**config.mk**
```make
export PLATFORM = sky130hd
export DESIGN_NAME = tcm_enc_packer
export DESIGN_NICKNAME = d
export VERILOG_FILES = /design/src/rtl/tcm_enc_packer.sv
export SDC_FILE = /design/constraint.sdc
export NUM_CORES = 1
export LEC_CHECK = 0
export CORE_MARGIN = 4
export CORE_UTILIZATION = 64
export DETAILED_ROUTE_END_ITERATION = 8
export GPL_ROUTABILITY_DRIVEN = 0
export PLACE_DENSITY = 0.83
export SETUP_SLACK_MARGIN = 0.3
export SYNTH_ARGS = -nofsm -noshare
export SYNTH_HDL_FRONTEND = slang
export SYNTH_SLANG_ARGS = --single-unit
export TNS_END_PERCENT = 1
```
**constraint.sdc**
```tcl
create_clock -name iclk -period 6.5 [get_ports iclk]
set_clock_uncertainty 0.1 [all_clocks]
set_input_delay 1.3 -clock iclk [delete_from_list [all_inputs] [get_ports iclk]]
set_output_delay 1.3 -clock iclk [all_outputs]
set_load 0.02 [all_outputs]
```
**src/rtl/tcm_enc_packer.sv**
```systemverilog
// Byte-stream to 8/9/10/11-bit word packer feeding tcm_enc: LSB-first repacking,
// one word per 4D symbol (every 4th i1sps), osop/oeop framing over pN words.
module tcm_enc_packer #(
  parameter int pN = 1000
) (
  input  logic        iclk,
  input  logic        ireset,
  input  logic        iclkena,
  input  logic [1:0]  icode,
  input  logic        i1sps,
  input  logic        isop,
  input  logic        ieop,
  input  logic        ival,
  input  logic [7:0]  idat,
  output logic        ordy,
  output logic        o1sps,
  output logic        osop,
  output logic        oeop,
  output logic        oval,
  output logic [10:0] odat,
  output logic        ounderrun,
  output logic [1:0]  ostate
);

  localparam int WW = (pN > 1) ? $clog2(pN) : 1;

  typedef enum logic [1:0] {
    S_IDLE = 2'd0,
    S_RUN  = 2'd1,
    S_TAIL = 2'd2
  } state_t;

  state_t      r_state, w_state_nxt;
  logic [23:0] r_acc, w_acc_nxt, w_acc_sh;
  logic [4:0]  r_cnt, w_cnt_nxt, w_cnt_sh;
  logic [WW-1:0] r_wcnt, w_wcnt_nxt;
  logic [1:0]  r_ph, w_ph_nxt;
  logic [1:0]  r_code, w_code_nxt;

  logic        r_o1sps, r_osop, r_oeop, r_oval, r_ounderrun;
  logic [10:0] r_odat;

  logic [3:0]  w_bits;
  logic [4:0]  w_bits5;
  logic [10:0] w_mask;
  logic [10:0] w_word;
  logic        w_accept, w_slot, w_emit, w_under, w_last;

  // Handshake: a byte transfers on a clock-enabled edge where ival & ordy are both
  // high. ordy depends only on registered state (and reset), never on ival.
  assign ordy = ~ireset & ((r_state == S_IDLE) |
                           ((r_state == S_RUN) & (r_cnt <= 5'd16)));

  assign w_accept = ival & ordy;
  assign w_bits   = 4'd8 + {2'b00, r_code};
  assign w_bits5  = {1'b0, w_bits};
  assign w_mask   = 11'h7FF >> (2'd3 - r_code);
  assign w_word   = r_acc[10:0] & w_mask;
  assign w_last   = (r_wcnt == WW'(pN - 1));

  // One word slot per 4 symbols; TAIL always emits, zero-padding missing bits.
  assign w_slot  = (r_state != S_IDLE) & i1sps & (r_ph == 2'd0);
  assign w_emit  = w_slot & ((r_state == S_TAIL) | (r_cnt >= w_bits5));
  assign w_under = w_slot & (r_state == S_RUN) & (r_cnt < w_bits5);

  assign w_acc_sh = w_emit ? (r_acc >> w_bits) : r_acc;
  assign w_cnt_sh = w_emit ? ((r_cnt > w_bits5) ? (r_cnt - w_bits5) : 5'd0) : r_cnt;

  always_comb begin
    w_state_nxt = r_state;
    w_acc_nxt   = w_acc_sh;
    w_cnt_nxt   = w_cnt_sh;
    w_wcnt_nxt  = r_wcnt;
    w_ph_nxt    = r_ph;
    w_code_nxt  = r_code;
    case (r_state)
      S_IDLE: begin
        w_ph_nxt = 2'd0;
        if (w_accept & isop) begin
          w_code_nxt  = icode;
          w_acc_nxt   = {16'd0, idat};
          w_cnt_nxt   = 5'd8;
          w_wcnt_nxt  = '0;
          w_state_nxt = ieop ? S_TAIL : S_RUN;
        end
      end
      S_RUN, S_TAIL: begin
        if (i1sps) w_ph_nxt = r_ph + 2'd1;
        // A byte landing with an emit goes at the post-shift count.
        if (w_accept) begin
          w_acc_nxt = w_acc_sh | ({16'd0, idat} << w_cnt_sh);
          w_cnt_nxt = w_cnt_sh + 5'd8;
          if (ieop) w_state_nxt = S_TAIL;
        end
        if (w_emit) begin
          if (w_last) begin
            w_state_nxt = S_IDLE;
            w_wcnt_nxt  = '0;
            w_ph_nxt    = 2'd0;
            w_acc_nxt   = '0;
            w_cnt_nxt   = 5'd0;
          end else begin
            w_wcnt_nxt = r_wcnt + WW'(1);
          end
        end
      end
      default: begin
        w_state_nxt = S_IDLE;
        w_acc_nxt   = '0;
        w_cnt_nxt   = 5'd0;
        w_wcnt_nxt  = '0;
        w_ph_nxt    = 2'd0;
      end
    endcase
  end

  always_ff @(posedge iclk) begin
    if (ireset) begin
      r_state     <= S_IDLE;
      r_acc       <= '0;
      r_cnt       <= 5'd0;
      r_wcnt      <= '0;
      r_ph        <= 2'd0;
      r_code      <= 2'd0;
      r_o1sps     <= 1'b0;
      r_osop      <= 1'b0;
      r_oeop      <= 1'b0;
      r_oval      <= 1'b0;
      r_ounderrun <= 1'b0;
      r_odat      <= 11'd0;
    end else if (iclkena) begin
      r_state     <= w_state_nxt;
      r_acc       <= w_acc_nxt;
      r_cnt       <= w_cnt_nxt;
      r_wcnt      <= w_wcnt_nxt;
      r_ph        <= w_ph_nxt;
      r_code      <= w_code_nxt;
      r_o1sps     <= i1sps;
      r_oval      <= w_emit;
      r_osop      <= w_emit & (r_wcnt == '0);
      r_oeop      <= w_emit & w_last;
      r_ounderrun <= w_under;
      if (w_emit) r_odat <= w_word;
    end
  end

  assign o1sps     = r_o1sps;
  assign osop      = r_osop;
  assign oeop      = r_oeop;
  assign oval      = r_oval;
  assign odat      = r_odat;
  assign ounderrun = r_ounderrun;
  assign ostate    = r_state;

endmodule

```
==> results of run 1 <==
## path summary, 6_finish.rpt
check,startpoint,to,slack (ns),cells after the start
max,iclkena,r_acc[3]$_SDFFE_PP0P_,1.74,7
min,odat[6]$_SDFFE_PP0P_,odat[6]$_SDFFE_PP0P_,0.36,2
max reg2reg,r_code[1]$_SDFFE_PP0P_,r_acc[6]$_SDFFE_PP0P_,2.63,10
min reg2reg,odat[6]$_SDFFE_PP0P_,odat[6]$_SDFFE_PP0P_,0.36,2
## state kept, by name, indices dropped and copies added, names as in the netlist
name and cells:
r_acc 24, odat 11, r_wcnt 10, r_cnt 5, ostate 2, r_code 2
r_ph 2, o1sps 1, oeop 1, osop 1, ounderrun 1, oval 1
## cells in the mapped netlist (3+ instances only)
| library cell | n | area [sq um] |
|---|---|---|
| a211oi_1 | 11 | 82.6 |
| a21boi_0 | 5 | 37.5 |
| a21oi_1 | 43 | 215 |
| a221oi_1 | 3 | 26.3 |
| a22oi_1 | 15 | 113 |
| a31o_2 | 3 | 26.3 |
| a31oi_1 | 8 | 50.1 |
| a32oi_1 | 12 | 105 |
| and2_1 | 5 | 31.3 |
| and3_1 | 6 | 37.5 |
| and4_1 | 3 | 26.3 |
| buf_2 | 8 | 40.0 |
| buf_6 | 3 | 33.8 |
| clkbuf_1 | 21 | 78.8 |
| dfxtp_1 | 61 | 1220 |
| ha_1 | 9 | 113 |
| inv_1 | 21 | 78.8 |
| mux2_2 | 8 | 90.1 |
| mux2i_1 | 13 | 130 |
| nand2_1 | 75 | 282 |
| nand2b_1 | 3 | 18.8 |
| nand3_1 | 21 | 105 |
| nand3b_1 | 4 | 30.0 |
| nand4_1 | 9 | 56.3 |
| nor2_1 | 50 | 188 |
| nor3_1 | 6 | 30.0 |
| nor4_1 | 5 | 31.3 |
| o2111ai_1 | 3 | 26.3 |
| o211ai_1 | 9 | 67.6 |
| o21a_1 | 3 | 22.5 |
| o21ai_0 | 22 | 110 |
| o21ai_1 | 4 | 20.0 |
| o221ai_1 | 5 | 43.8 |
| o22ai_1 | 7 | 43.8 |
| o2bb2ai_1 | 4 | 35.0 |
| o32ai_1 | 3 | 26.3 |
| or2_2 | 3 | 18.8 |
| or3_1 | 3 | 18.8 |
| xor2_1 | 3 | 26.3 |
## cell type report
cell class                      count  area [sq um]
Fill cell                         515          1610
Clock inverter                      6          86.3
Multi-Input combinational cell    445          2930
Timing Repair Buffer               38           368
Tap cell                           77          96.3
Inverter                           22          82.6
Clock buffer                       10           138
Sequential cell                    61          1220
## cells by family (layout without fill, tap and decap cells)
logic type	after synthesis	in the layout	synth area share, %
and+or+nand+nor	214	214	24.6
AOI/OAI and AO/OA	194	194	32.4
DFF	61	61	27.7
buffers and inverters	58	76	5.84
muxes	22	22	5.50
adders and majority gates	10	10	3.01
xor gates and xnor gates	5	5	0.993
## per-stage QoR
stage                     utilization [%]  hold slack [ns]
after floorplan                         -            0.332
after global placement               72.0            0.340
after detailed placement             72.0            0.352
after CTS                            75.4            0.362
after global routing                 75.4            0.388
final                                75.4            0.360
## worst max-delay path, cell delays in order
cell and delay, ns:
clkdlybuf4s50_1 0.98, clkinv_1 0.74, nor2_1 0.87, nand2_1 0.17, o21ai_0 0.51, a221oi_1 0.18
a21oi_1 0.17
## where the power goes
part           switching [mW]  total [mW]  leakage (nW)  internal, mW
logic                  0.0649      0.0984         0.991        0.0335
clock network           0.160       0.385         0.112         0.226
registers             0.00376       0.381         0.492         0.377
## metal layers
| layer | vias to the layer above | global-route usage [%] | wire, microns |
|---|---|---|---|
| li1 | 2163 | - | - |
| met1 | 2175 | 43.0 | 5440 |
| met2 | 332 | 50.0 | 6200 |
| met3 | 60 | 6.94 | 1330 |
| met4 | 0 | 14.4 | 541 |
| met5 | - | 0 | 0 |
==> results by group, run 1 <==
Drt
  – Drt drc: 0
  – Vias per cell: 7.18
  – WL/cell: 20.5 microns
  – Vias post-DR: 4730
  – Post-route ant nets: 0
  – Initial drt markers: between 600 and 700
  – Final WL: roughly 14 mm
  – DRT Pass-1 Iters: 6

Logic synthesis
  – Yosys reg bits: 61
  – Syn_nets: between 500 and 600
  – EDFF count, synth: 0
  – Register area share after synthesis: between 20% and 30%
  – Synthesized area per cell: 7.82 sq um
  – Post-Syn Area: 4410 sq um
  – Main flop type after synthesis: dfxtp_1
  – Yosys cell types: 92
  – Post-Synthesis Cells: between 500 and 600
  – FFs w/ async S/R, synth: 0%
  – Yosys warning count: 0

Die
  – Top Ports: 36
  – Die outline height: 91.0 microns
  – Row Count: 29
  – Die width: 91.0 microns
  – Die area: between 8000 and 9000 sq um
  – Starting Density: approximately two thirds
  – Core area: around 6500 sq um

Clocking
  – Root Buffer: clkbuf_8
  – Clk_lat worst skew: approximately 0.35 ns
  – Post-cts repair resize count: 0
  – CTS tree: done
  – Post-CTS setup buffers: 0
  – CTS Sinks: slightly above 60
  – Clock-pin slew on the worst setup and hold paths: 0.08 ns
  – CTS max path bufs: 2
  – Hold bufs inserted after CTS: 0
  – H-tree levels: 3
  – Number of CTS-inserted buffers: 9

GRT
  – Initial antenna violation count: 0
  – Largest net degree at the start of global routing: 38
  – Total global routing overflow: 0
  – GRT Util Overall: around 32%
  – Vias in the first global route: 4300
  – First-pass GRT wire length: 21.9 mm

Cells and area
  – Layout overhead on the synthesized area: 11.6%
  – Commonest non-fill, non-tap cell in the layout: nand2_1
  – Nets: a little over 600
  – Antenna diodes: 0
  – Final instance area: between 4000 and 5000 sq um
  – Most frequent cells in the layout: 75 x nand2_1, 61 x dfxtp_1, 50 x nor2_1
  – Share of layout cells above drive strength 1: a little over a tenth
  – Cell Count, Final, Fillers Out: approximately 660

Pwr
  – PD cells: between 150 and 200 nW/um^2
  – Post-layout power: slightly below 0.9 mW
  – Leak pwr: between 1.5 and 2 nW
  – VDD IR max: about 140 uV

Timing
  – Final worst-path cycle share: between 70% and 80%
  – Max Clk Rate: around 0.21 GHz
  – Setup violations, final: 0
  – Fin Setup TNS: 0 ns
  – Max_slew headroom: a little over two fifths
  – Final hold vios: 0
  – Fin. max-slew vios: 0
  – Post-layout min period: ~4.8 ns
  – Final WS setup: between 1.5 and 2 ns
  – RSZ-0062 raised after global routing: no
  – Worst slew pin tran: 0.850 ns

Min path
  – HP Class: flop to flop

Critical path
  – Crit-path max FO: 21
  – Crit. End Element: flop
  – CP Data Required Time: around 6.7 ns
  – Startpoint Class: input pin
  – Critical path arrival: ~5 ns
  – Kind of critical path: input pin to flop

Place
  – Inst Count DP: between 600 and 700
  – HPWL Detailed: a little under 10 mm
  – Post-place instance area: approximately 4700 sq um
  – Pre-CTS setup slack: ~1.6 ns
  – I/O Buffers: 35

Run status
  – Status: completed

Run
  – Max_cap viols: 0
(Power assumes the default switching activity.)
==> run 2, diff against run 1 <==
Settings changed: CORE_UTILIZATION 64 to 59, PLACE_DENSITY 0.83 to 0.77.
Clock period 6.5 ns to 4.4 ns, I/O delays scaled along.
==> results by group, run 2 (synthesis results as in run 1) <==
Run status
  – Status: completed

Cells and area
  – Most frequent cells in the layout: 75 x nand2_1, 61 x dfxtp_1, 50 x nor2_1
  – Nets: roughly 610
  – Commonest non-fill, non-tap cell in the layout: nand2_1
  – Layout overhead on the synthesized area: 12.9%
  – Share of layout cells above drive strength 1: 11.3%
  – Register name with the most flops: r_acc
  – Cell Count, Final, Fillers Out: approximately 690
  – Fillers: between 600 and 700
  – Antenna diodes: 0
  – Area taken by multi-input logic gates: between 2000 and 3000 sq um
  – Number of flip-flops under the largest register name: 24
  – Sequential cell area: ~1200 sq um

Die
  – Die outline height: between 90 and 100 microns
  – Top Ports: 36
  – Die area: about 9000 sq um
  – Starting Density: about three fifths
  – Row Count: 31
  – Die width: roughly 94 microns
  – Core area: between 7000 and 8000 sq um

Pwr
  – VDD IR max: ~160 uV
  – Leak pwr: 1.61 nW
  – PD cells: 257 nW/um^2

GRT
  – Largest net degree at the start of global routing: 44
  – Vias in the first global route: about 4200
  – First-pass GRT wire length: around 21 mm
  – Initial antenna violation count: 0
  – GRT Util Overall: between 30% and 40%
  – Total global routing overflow: 0

Critical path
  – Startpoint Class: flop
  – CP Data Required Time: roughly 4.5 ns
  – Cell count of the worst reg-to-reg path: 9
  – Crit. Startpoint: r_code[1]$_SDFFE_PP0P_
  – FF-to-FF Start: r_code[1]$_SDFFE_PP0P_
  – Kind of critical path: flop to flop
  – Crit. End Element: flop
  – Crit-path max FO: 15
  – Critical path arrival: roughly 3.6 ns

Drt
  – Drt drc: 0
  – Vias post-DR: 4626
  – DRT Pass-1 Iters: 5
  – Final WL: between 10 and 15 mm
  – Vias per cell: a little under 7
  – Initial drt markers: between 400 and 500
  – Post-route ant nets: 0
  – WL/cell: a little under 20 microns

Clocking
  – CTS tree: done
  – Clock-pin slew on the worst setup and hold paths: ~0.080 ns
  – Post-cts repair resize count: 0
  – Number of CTS-inserted buffers: 9
  – Hold bufs inserted after CTS: 0
  – CTS max path bufs: 2
  – Root Buffer: clkbuf_8
  – H-tree levels: 3
  – CTS Sinks: a little over 60
  – Post-CTS setup buffers: 0
  – Clk_lat worst skew: approximately 0.35 ns

Timing
  – Worst slew pin tran: 0.723 ns
  – RSZ-0062 raised after global routing: no
  – Post-layout min period: ~3.5 ns
  – Final worst-path cycle share: about four fifths
  – Max Clk Rate: between 0.2 and 0.3 GHz
  – Final WS setup: 0.932 ns
  – Fin Setup TNS: 0 ns
  – Minimum hold slack: between 0.3 and 0.4 ns
  – Fin. max-slew vios: 0
  – Final hold vios: 0
  – Max_slew headroom: roughly half
  – Setup violations, final: 0

Min path
  – Hold Crit Depth: 2
  – Hold Crit Start: odat[8]$_SDFFE_PP0P_
  – HP Class: flop to flop

Place
  – HPWL Detailed: 9.80 mm
  – Pre-CTS setup slack: 0.656 ns
  – I/O Buffers: 35
  – Inst Count DP: about 670

Run
  – Max_cap viols: 0
[run 2: area by class of cell]
type,count,area share [%]
Inverter,22,1.66
Sequential cell,61,24.5
Timing Repair Buffer,42,7.99
Clock inverter,7,1.96
Tap cell,99,2.49
Clock buffer,9,2.49
Multi-Input combinational cell,445,58.9
[run 2: final timing paths]
| check | endpoint | slack, ns |
|---|---|---|
| min | odat[8]$_SDFFE_PP0P_ | 0.35 |
| min reg2reg | odat[8]$_SDFFE_PP0P_ | 0.35 |
| max | r_acc[8]$_SDFFE_PP0P_ | 0.93 |
| max reg2reg | r_acc[8]$_SDFFE_PP0P_ | 0.93 |
[run 2: stage by stage]
stage / util (%) / cell area [sq um] / total power, mW
detailed placement: 65.6 / 4760 / 0.717
global placement: 65.6 / 4760 / 0.715
CTS: 68.7 / 4980 / 1.28
floorplan: - / 4410 / 0.666
finish: 68.7 / 4980 / 1.28
global route: 68.7 / 4980 / 1.32
[run 2: per-layer routing]
layer  part of all wire, %  GRT usage, %  vias to the layer above  wire length [microns]
met3                   8.5          6.29                       47                   1130
met1                    41          39.6                     2178                   5520
met4                   4.3          14.5                        0                    577
met2                    46          48.3                      237                   6120
li1                      -             -                     2164                      -
met5                     0             0                        -                      0
[run 2: power by group]
group | switching [mW] | total (mW) | internal [mW]
logic | 0.0960 | 0.147 | 0.0512
clock network | 0.249 | 0.569 | 0.320
registers | 0.00566 | 0.562 | 0.556
total | 0.350 | 1.28 | 0.928
[run 2: worst max-delay path, stage by stage, from the launching register on]
cell and delay [ns]:
dfxtp_1 0.34, inv_1 0.14, ha_1 0.33, nor2b_1 0.49
o21ai_4 0.23, a22oi_2 0.32, nand2_1 0.38, o2bb2ai_1 0.42
o221ai_1 0.27, a221o_1 0.34
